File: src/rtl/window_pkg.sv
// Shared types and constants for the window scan sequencer.
package window_pkg;

   localparam int WIN_DIM = 16;
   localparam int COORD_W = 7;

   typedef logic [COORD_W-1:0] coord_t;

   typedef enum logic [2:0] {
      S_IDLE    = 3'd0,
      S_ISSUE   = 3'd1,
      S_WAIT    = 3'd2,
      S_PRESENT = 3'd3,
      S_ADVANCE = 3'd4,
      S_FINISH  = 3'd5
   } scan_state_t;

endpackage

File: src/rtl/scan_counter.sv
// 2-D origin counter: columns run fastest, rows advance on column wrap.
// Also keeps the linear window index presented to the NCC stage.
module scan_counter #(
   parameter int GRID_ROWS = 20,
   parameter int GRID_COLS = 20,
   parameter int IDX_W     = 12
) (
   input  logic             clk,
   input  logic             rst,
   input  logic             i_clear,
   input  logic             i_step,
   output logic [IDX_W-1:0] o_index,
   output logic             o_last,
   output logic             o_col_wrap
);

   localparam int RW = (GRID_ROWS > 1) ? $clog2(GRID_ROWS) : 1;
   localparam int CW = (GRID_COLS > 1) ? $clog2(GRID_COLS) : 1;

   logic [RW-1:0]    r_r_cnt;
   logic [CW-1:0]    r_c_cnt;
   logic [IDX_W-1:0] r_index;
   logic             w_row_end;

   assign w_row_end  = (r_r_cnt == RW'(GRID_ROWS - 1));
   assign o_col_wrap = (r_c_cnt == CW'(GRID_COLS - 1));
   assign o_last     = w_row_end && o_col_wrap;
   assign o_index    = r_index;

   // Clear on accepted start, step column/row/index on each advance.
   always_ff @(posedge clk or posedge rst) begin
      if (rst) begin
         r_r_cnt <= '0;
         r_c_cnt <= '0;
         r_index <= '0;
      end else if (i_clear) begin
         r_r_cnt <= '0;
         r_c_cnt <= '0;
         r_index <= '0;
      end else if (i_step) begin
         r_index <= r_index + IDX_W'(1);
         if (o_col_wrap) begin
            r_c_cnt <= '0;
            r_r_cnt <= w_row_end ? '0 : r_r_cnt + RW'(1);
         end else begin
            r_c_cnt <= r_c_cnt + CW'(1);
         end
      end
   end

endmodule

File: src/rtl/window_scan_ctrl.sv
// Window fetch sequencer: sweeps the origin grid, fetches each window via
// window_handler, hands it to the NCC stage and flags stalled fetches.
module window_scan_ctrl
   import window_pkg::*;
#(
   parameter int GRID_ROWS = 20,
   parameter int GRID_COLS = 20,
   parameter int ROW_STEP  = 1,
   parameter int COL_STEP  = 1,
   parameter int IDX_W     = 12,
   parameter int TIMEOUT   = 4096
) (
   input  logic             clk,
   input  logic             rst,
   input  logic             start,
   input  logic             abort,
   input  logic [6:0]       row_base,
   input  logic [6:0]       col_base,
   output logic             win_en,
   output logic [6:0]       win_row,
   output logic [6:0]       win_col,
   input  logic             win_done,
   output logic             win_valid,
   input  logic             ncc_ready,
   output logic [IDX_W-1:0] win_index,
   output logic             busy,
   output logic             set_done,
   output logic             timeout_err
);

   localparam int WD_W = $clog2(TIMEOUT + 1);

   scan_state_t      r_state;
   coord_t           r_col_base;
   coord_t           r_win_row;
   coord_t           r_win_col;
   logic [WD_W-1:0]  r_wdog;
   logic             r_win_en;
   logic             r_win_valid;
   logic             r_busy;
   logic             r_set_done;
   logic             r_timeout_err;

   logic             w_clear;
   logic             w_step;
   logic             w_last;
   logic             w_col_wrap;
   logic [IDX_W-1:0] w_index;

   // A sweep starts only from IDLE and only when abort is not also asserted.
   assign w_clear = (r_state == S_IDLE) && start && !abort;
   assign w_step  = (r_state == S_ADVANCE) && !w_last && !abort;

   scan_counter #(
      .GRID_ROWS (GRID_ROWS),
      .GRID_COLS (GRID_COLS),
      .IDX_W     (IDX_W)
   ) u_cnt (
      .clk        (clk),
      .rst        (rst),
      .i_clear    (w_clear),
      .i_step     (w_step),
      .o_index    (w_index),
      .o_last     (w_last),
      .o_col_wrap (w_col_wrap)
   );

   assign win_en      = r_win_en;
   assign win_row     = r_win_row;
   assign win_col     = r_win_col;
   assign win_valid   = r_win_valid;
   assign win_index   = w_index;
   assign busy        = r_busy;
   assign set_done    = r_set_done;
   assign timeout_err = r_timeout_err;

   // Sequencer FSM; outputs are registered on entry to the state that owns them.
   always_ff @(posedge clk or posedge rst) begin
      if (rst) begin
         r_state       <= S_IDLE;
         r_col_base    <= '0;
         r_win_row     <= '0;
         r_win_col     <= '0;
         r_wdog        <= '0;
         r_win_en      <= 1'b0;
         r_win_valid   <= 1'b0;
         r_busy        <= 1'b0;
         r_set_done    <= 1'b0;
         r_timeout_err <= 1'b0;
      end else begin
         r_win_en   <= 1'b0;
         r_set_done <= 1'b0;
         if (abort) begin
            r_state     <= S_IDLE;
            r_win_valid <= 1'b0;
            r_busy      <= 1'b0;
         end else begin
            case (r_state)
               S_IDLE: begin
                  if (start) begin
                     r_col_base    <= col_base;
                     r_win_row     <= row_base;
                     r_win_col     <= col_base;
                     r_timeout_err <= 1'b0;
                     r_busy        <= 1'b1;
                     r_win_en      <= 1'b1;
                     r_state       <= S_ISSUE;
                  end
               end
               S_ISSUE: begin
                  r_wdog  <= '0;
                  r_state <= S_WAIT;
               end
               S_WAIT: begin
                  if (win_done) begin
                     r_win_valid <= 1'b1;
                     r_state     <= S_PRESENT;
                  end else if (r_wdog == WD_W'(TIMEOUT - 1)) begin
                     r_timeout_err <= 1'b1;
                     r_state       <= S_FINISH;
                  end else begin
                     r_wdog <= r_wdog + WD_W'(1);
                  end
               end
               S_PRESENT: begin
                  if (ncc_ready) begin
                     r_win_valid <= 1'b0;
                     r_state     <= S_ADVANCE;
                  end
               end
               S_ADVANCE: begin
                  if (w_last) begin
                     r_set_done <= 1'b1;
                     r_state    <= S_FINISH;
                  end else begin
                     if (w_col_wrap) begin
                        r_win_col <= r_col_base;
                        r_win_row <= r_win_row + COORD_W'(ROW_STEP);
                     end else begin
                        r_win_col <= r_win_col + COORD_W'(COL_STEP);
                     end
                     r_win_en <= 1'b1;
                     r_state  <= S_ISSUE;
                  end
               end
               S_FINISH: begin
                  r_busy  <= 1'b0;
                  r_state <= S_IDLE;
               end
               default: begin
                  r_win_valid <= 1'b0;
                  r_busy      <= 1'b0;
                  r_state     <= S_IDLE;
               end
            endcase
         end
      end
   end

endmodule

File: config.mk
export PLATFORM = sky130hd
export DESIGN_NAME = window_scan_ctrl
export DESIGN_NICKNAME = d
export VERILOG_FILES = /design/src/rtl/window_pkg.sv /design/src/rtl/scan_counter.sv /design/src/rtl/window_scan_ctrl.sv
export SDC_FILE = /design/constraint.sdc
export NUM_CORES = 1
export LEC_CHECK = 0
export CAP_MARGIN = 20
export CELL_PAD_IN_SITES_DETAIL_PLACEMENT = 1
export CELL_PAD_IN_SITES_GLOBAL_PLACEMENT = 2
export CORE_UTILIZATION = 35
export DETAILED_ROUTE_END_ITERATION = 12
export HOLD_SLACK_MARGIN = 0.06
export PLACE_DENSITY = 0.84
export SLEW_MARGIN = 20
export SYNTH_ARGS = -nofsm -noshare
export SYNTH_HDL_FRONTEND = slang
export SYNTH_SLANG_ARGS = --single-unit
File: constraint.sdc
create_clock -name clk -period 4 [get_ports clk]
set_input_delay 1 -clock clk [delete_from_list [all_inputs] [get_ports clk]]
set_output_delay 1 -clock clk [all_outputs]
set_load 0.01 [all_outputs]
==> results.py, run 1 <==
metrics = {
    "floorplanning": {
        "die_area_um2": 10100,
        "fp-row-count": 35,
        "core_area_um2": 9330,
        "die_h_um": 101,
        "dieWidth_um": 101,
        "start_util_pct": 36.5,
        "num_io_pins": 51,
    },
    "setup_path": {
        "endpoint_kind": "flop",
        "r2r_start": "u_cnt.r_c_cnt[0]",
        "timing.critical_path.slowest_stage_cell": "a311o_1",
        "r2r_slack_ns": 1.46,
        "startpoint_type": "primary input",
        "cpPeakStageDelay_ns": 0.56,
        "path_cells": "clkdlybuf4s50_1 -> or3_1 -> a311o_1 -> inv_1 -> mux2_2",
        "crit_type": "in -> reg",
        "reg2reg_depth": 7,
        "regToRegEndpoint": "u_cnt.r_c_cnt[2]",
        "arrival_ns": 3.16,
        "worstPathRequired_ns": 4.22,
        "critical_path.max_fanout": 17,
    },
    "power_and_ir_drop": {
        "peakVddDrop_mv": 0.212,
        "leakage_nw": 1.78,
        "power.density_nw_per_um2": 461,
        "total_power_mw": 1.96,
    },
    "routing": {
        "drtIter0Drc": 99,
        "post_drt_via_cell_ratio": 5.23,
        "detail_route.wl_per_cell_um": 15.1,
        "vias": 3004,
        "drtPass1Iterations": 4,
        "postRouteAntennaNets": 0,
        "wirelength_um": 8690,
        "drc": 0,
    },
    "placement": {
        "dpl_worst_slack_ns": 0.709,
        "place_congestion": 0.751,
        "dp_hpwl_um": 6200,
        "io_buffers": 50,
        "dpl.cell_count": 558,
        "dpl-instance-area_um2": 4060,
    },
    "synth": {
        "netlist_area_um2": 3400,
        "netlist_instances": 387,
        "synth-edff-count": 0,
        "synth_area_per_cell_um2": 8.80,
        "synthDistinctLibCells": 53,
        "synth-seq-cells": 64,
        "ys_async_sr_fraction_pct": 100,
        "synthFlopType": "dfrtp_1",
        "ys_warn_count": 0,
        "syn-num-nets": 413,
        "synth.yosys.seq_area_share_pct": 47.0,
    },
    "final_layout": {
        "drive_above_1_share_pct": 6.29,
        "post-route-util_pct": 45.7,
        "final_cells": 574,
        "nFillCells": 1091,
        "regArea_um2": 1600,
        "diodes": 0,
        "syn_to_final_growth_pct": 25.1,
        "multi_input_area_um2": 1700,
        "fin_area_um2": 4260,
        "final_net_count": 466,
    },
    "timing": {
        "tns_ns": 0,
        "slew_violations": 0,
        "max_clock_freq_mhz": 341,
        "worst_pin_slew_ns": 0.809,
        "finalCriticalPeriod_ns": 2.93,
        "rsz0062_at_grt": "no",
        "clock_skew_ns": 0.0113,
        "final-hold-violation-count": 0,
        "setup_viol": 0,
        "whs_ns": 0.475,
        "min_period_over_period_pct": 73.3,
        "setup_ws_ns": 1.07,
        "slew-limit-headroom_pct": 45.8,
    },
    "clock_tree": {
        "cts_tree": "yes",
        "clockBufferDepth": 2,
        "clk_pin_slew_ns": 0.06,
        "cts_resized": 0,
        "cts_max_level": 3,
        "root_buffer": "clkbuf_8",
        "insertion_delay_ns": 0.34,
        "cts_hold_buf": 0,
        "cts_buffers": 9,
        "post-cts-setup-buffers": 0,
        "clock-sinks": 64,
    },
    "worst_hold_path": {
        "min_path_cells": 2,
        "hold_path.class": "reg -> reg",
        "hp-start": "r_col_base[0]",
        "hold_end": "r_col_base[0]",
    },
    "flow_run": {
        "max_cap_viol_count": 0,
    },
    "grt": {
        "grt_overflow_total": 0,
        "antenna_found_initial": 0,
        "track_usage_pct": 19.0,
        "grt_max_degree": 35,
        "grt_pass1_vias": 3104,
        "grt_pass1_wl_um": 15000,
    },
    "outcome": {
        "run_status": "finished, final reports clean",
    },
}
where the power goes:
| part | switching [mW] | internal [mW] |
|---|---|---|
| Combinational | 0.246 | 0.257 |
| Sequential | 0.136 | 0.757 |
| Clock | 0.246 | 0.321 |
| Total | 0.628 | 1.34 |
cell usage after synthesis, types with 2 or more instances:
| cell type | instances | share of area [%] |
|---|---|---|
| dfrtp_1 | 64 | 47 |
| nand2_1 | 61 | 6.7 |
| nor2_1 | 41 | 4.5 |
| o21ai_0 | 38 | 5.6 |
| a21oi_1 | 23 | 3.4 |
| nand3_1 | 23 | 3.4 |
| xnor2_1 | 14 | 3.6 |
| nor3_1 | 13 | 1.9 |
| clkbuf_1 | 9 | 0.99 |
| inv_1 | 8 | 0.88 |
| nand4_1 | 8 | 1.5 |
| a31oi_1 | 6 | 1.1 |
| ha_1 | 6 | 2.2 |
| and3_1 | 5 | 0.92 |
| buf_2 | 5 | 0.73 |
| xor2_1 | 5 | 1.3 |
| and2_1 | 4 | 0.73 |
| o31ai_1 | 4 | 0.88 |
| a22oi_1 | 3 | 0.66 |
| mux2i_1 | 3 | 0.88 |
| nand2b_1 | 3 | 0.55 |
| or3_1 | 3 | 0.55 |
| a211oi_1 | 2 | 0.44 |
| a311o_1 | 2 | 0.59 |
| nand4bb_1 | 2 | 0.66 |
| nor2b_1 | 2 | 0.37 |
| nor3b_1 | 2 | 0.44 |
| o211ai_1 | 2 | 0.44 |
| or2_2 | 2 | 0.37 |
state kept, by name, indices dropped and copies added, names as in the netlist:
register / cells
u_cnt.r_r_cnt: 5
busy: 1
timeout_err: 1
r_wdog: 13
r_state: 3
win_col: 7
set_done: 1
win_en: 1
win_row: 7
u_cnt.r_c_cnt: 5
r_col_base: 7
u_cnt.o_index: 12
win_valid: 1
per-layer routing:
layer	part of all wire [%]	vias up	track usage [%]
met4	1.6	0	6.69
met5	0	-	0
li1	-	1480	-
met2	50	30	32.8
met1	47	1486	23.7
met3	2.4	8	3.74
final cells by class:
type	instances	share of cell area (%)
clock buffers	13	3.73
clock inverters	3	0.940
inverters	8	0.705
multi-input cells	300	40.0
flip-flops and latches	64	37.6
well taps	129	3.79
repair buffers	57	13.3
cells in the final DEF, fill, tap and decap left out, drive strengths merged, types with 8 or more instances in the layout:
master	instances
a21oi	23
clkbuf	13
clkdlybuf4s50	50
dfrtp	64
inv	8
nand2	61
nand3	23
nand4	8
nor2	41
nor3	13
o21ai	38
xnor2	14
worst max-delay path: cells and delay by family:
kind,cells,cell delay [ns]
buf+inv,2,0.80
compound gates,1,0.56
simple gates,1,0.45
mux,1,0.36
worst max-delay path by stage:
stage	slack, ns	start	end	cells after the start
6_report	1.07	abort	win_col[1]	5
5_1_grt	0.92	abort	u_cnt.r_c_cnt[2]	7
4_1_cts	1.08	abort	u_cnt.r_c_cnt[2]	7
3_5_place_dp	0.71	abort	win_col[1]	5
3_3_place_gp	0.73	abort	win_col[1]	5
2_1_floorplan	1.40	rst	busy	1
logic make-up (layout without fill, tap and decap cells):
family,count (synthesis),after routing,share of synthesized area (%)
flip-flops,64,64,47.0
adder cells (fa/ha/maj),6,6,2.21
multiplexers,4,4,1.21
AO/OA/AOI/OAI,93,93,16.3
buffers and inverters,23,81,2.94
XOR/XNOR,19,19,4.89
AND/OR/NAND/NOR,178,178,25.4
Note: power is estimated with default switching activity, not from simulation.
==> inputs of run 2 (changes only) <==
- CORE_UTILIZATION: 35 -> 33
- PLACE_DENSITY: 0.84 -> 0.8
- clock period: 4 -> 3.08 ns (I/O delays scaled with it)
==> run 2 against run 1 <==
Cell area rose by 1.2%. Combinational power increased by 34%. Global-route usage down 1.1 points. Clock-buffer cell count unchanged. Via count grew 0.43%. Die area up 5.9%. Flip-flop and latch count unchanged. Critical path depth grew 1. Critical endpoint is now win_row[5]. Largest cell class unchanged.
==> results.py, run 2 (same netlist as run 1, synthesis figures left out) <==
metrics = {
    "outcome": {
        "run_status": "finished, final reports clean",
    },
    "setup_path": {
        "crit_type": "in -> reg",
        "regToRegEndpoint": "r_state[2]",
        "r2r_slack_ns": 0.74,
        "endpoint_kind": "flop",
        "reg2reg_depth": 6,
        "crit_family": "simple AND/OR/NAND/NOR gates",
        "timing.critical_path.slowest_stage_cell": "clkdlybuf4s50_1",
        "path_buf_inv": 1,
        "startpoint_type": "primary input",
        "path_cells": "clkdlybuf4s50_1 -> or3_1 -> nor4_2 -> nor2_1 -> o21ai_0 -> o21ai_0",
        "arrival_ns": 2.65,
        "worstPathRequired_ns": 3.27,
        "cpPeakStageDelay_ns": 0.45,
        "r2r_start": "r_wdog[0]",
        "path_common_cell": "o21ai_0",
        "critical_path.max_fanout": 9,
    },
    "power_and_ir_drop": {
        "leakage_nw": 1.81,
        "peakVddDrop_mv": 0.258,
        "power.density_nw_per_um2": 583,
    },
    "final_layout": {
        "fin_area_um2": 4310,
        "diodes": 0,
        "regMostFlops": "r_wdog",
        "final_net_count": 474,
        "largest_reg_flops": 13,
        "syn_to_final_growth_pct": 26.6,
        "mostFrequentLayoutCell": "dfrtp_1",
        "layout_common_cells": "64 x dfrtp_1, 61 x nand2_1, 50 x clkdlybuf4s50_1, 41 x nor2_1, 38 x o21ai_0",
        "drive_above_1_share_pct": 8.17,
    },
    "routing": {
        "wirelength_um": 9040,
        "detail_route.wl_per_cell_um": 15.4,
        "drtIter0Drc": 101,
        "post_drt_via_cell_ratio": 5.15,
        "postRouteAntennaNets": 0,
        "drc": 0,
        "drtPass1Iterations": 4,
        "vias": 3017,
    },
    "timing": {
        "tns_ns": 0,
        "min_period_over_period_pct": 79.9,
        "rsz0062_at_grt": "no",
        "slew-limit-headroom_pct": 54.0,
        "clock_skew_ns": 0.00859,
        "slew_violations": 0,
        "finalCriticalPeriod_ns": 2.46,
        "worst_pin_slew_ns": 0.688,
        "setup_viol": 0,
        "max_clock_freq_mhz": 407,
        "final-hold-violation-count": 0,
    },
    "grt": {
        "grt_max_degree": 65,
        "grt_pass1_wl_um": 15700,
        "track_usage_pct": 17.9,
        "grt_overflow_total": 0,
        "antenna_found_initial": 0,
        "grt_pass1_vias": 3192,
    },
    "floorplanning": {
        "die_h_um": 104,
        "core_area_um2": 9860,
        "die_area_um2": 10700,
        "fp-row-count": 36,
        "num_io_pins": 51,
        "start_util_pct": 34.5,
        "dieWidth_um": 104,
    },
    "worst_hold_path": {
        "min_path_cells": 2,
        "hold_path.class": "reg -> reg",
        "hold_end": "r_col_base[6]",
        "hp-start": "r_col_base[6]",
    },
    "flow_run": {
        "max_cap_viol_count": 0,
    },
    "clock_tree": {
        "cts_max_level": 3,
        "post-cts-setup-buffers": 0,
        "cts_hold_buf": 0,
        "cts_buffers": 9,
        "insertion_delay_ns": 0.33,
        "clock-sinks": 64,
        "cts_tree": "yes",
        "root_buffer": "clkbuf_8",
        "clk_pin_slew_ns": 0.07,
        "cts_resized": 0,
        "clockBufferDepth": 2,
    },
    "placement": {
        "place_congestion": 0.763,
        "dp_hpwl_um": 6340,
        "dpl-instance-area_um2": 4130,
        "io_buffers": 50,
    },
}
## run 2: cell types whose count changed in the layout (fill, tap and decap cells not counted)
| cell | previous run | this run |
|---|---|---|
| clkinv_2 | 2 | 3 |
| bufinv_16 | 1 | 0 |
| buf_4 | 6 | 14 |
| clkbuf_1 | 2 | 1 |
| clkbuf_8 | 11 | 12 |
## run 2: how the worst max path moves through the flow
stage / start / endpoint / slack, ns / depth (start not counted)
CTS: abort / win_col[1] / 0.63 / 5
floorplan: rst / busy / 0.71 / 1
global route: abort / win_row[6] / 0.46 / 6
finish: abort / win_row[5] / 0.62 / 6
global placement: abort / win_col[1] / 0.31 / 5
detailed placement: abort / win_row[5] / 0.27 / 6
## run 2: cell type report
| cell class | count | area, um^2 |
|---|---|---|
| well taps | 133 | 166 |
| repair buffers | 65 | 626 |
| inverters | 8 | 30.0 |
| fillers | 1158 | 5550 |
| multi-input cells | 300 | 1700 |
| clock inverters | 3 | 15.0 |
| clock buffers | 13 | 169 |
| flip-flops and latches | 64 | 1600 |
## run 2: routing by layer
metal / track usage (%) / up-vias / share of wire (%)
li1: - / 1497 / -
met1: 23.4 / 1485 / 49
met4: 4.35 / 0 / 0.79
met3: 3.65 / 4 / 2.4
met5: 0 / - / 0
met2: 30.4 / 31 / 48
## run 2: per-stage QoR
stage	power, mW	worst slack, ns	util, %	hold slack [ns]	std cells
after floorplan	1.51	0.712	-	0.440	387
after global placement	1.84	0.308	41.8	0.455	570
after detailed placement	1.86	0.273	41.8	0.461	570
after CTS	2.55	0.631	43.7	0.478	586
after global routing	2.68	0.457	43.7	0.519	586
final	2.51	0.620	43.7	0.478	586
## run 2: worst reg2reg max path, delay by kind of cell (launching register included)
kind          cells  cell delay (ns)
flops             1             0.44
simple gates      5             1.58
fa+ha+maj         1             0.24
## run 2: report_power, final
part	internal, mW	switching (mW)	total, mW
logic	0.349	0.325	0.674
clock network	0.355	0.323	0.677
registers	0.983	0.179	1.16
total	1.69	0.827	2.51
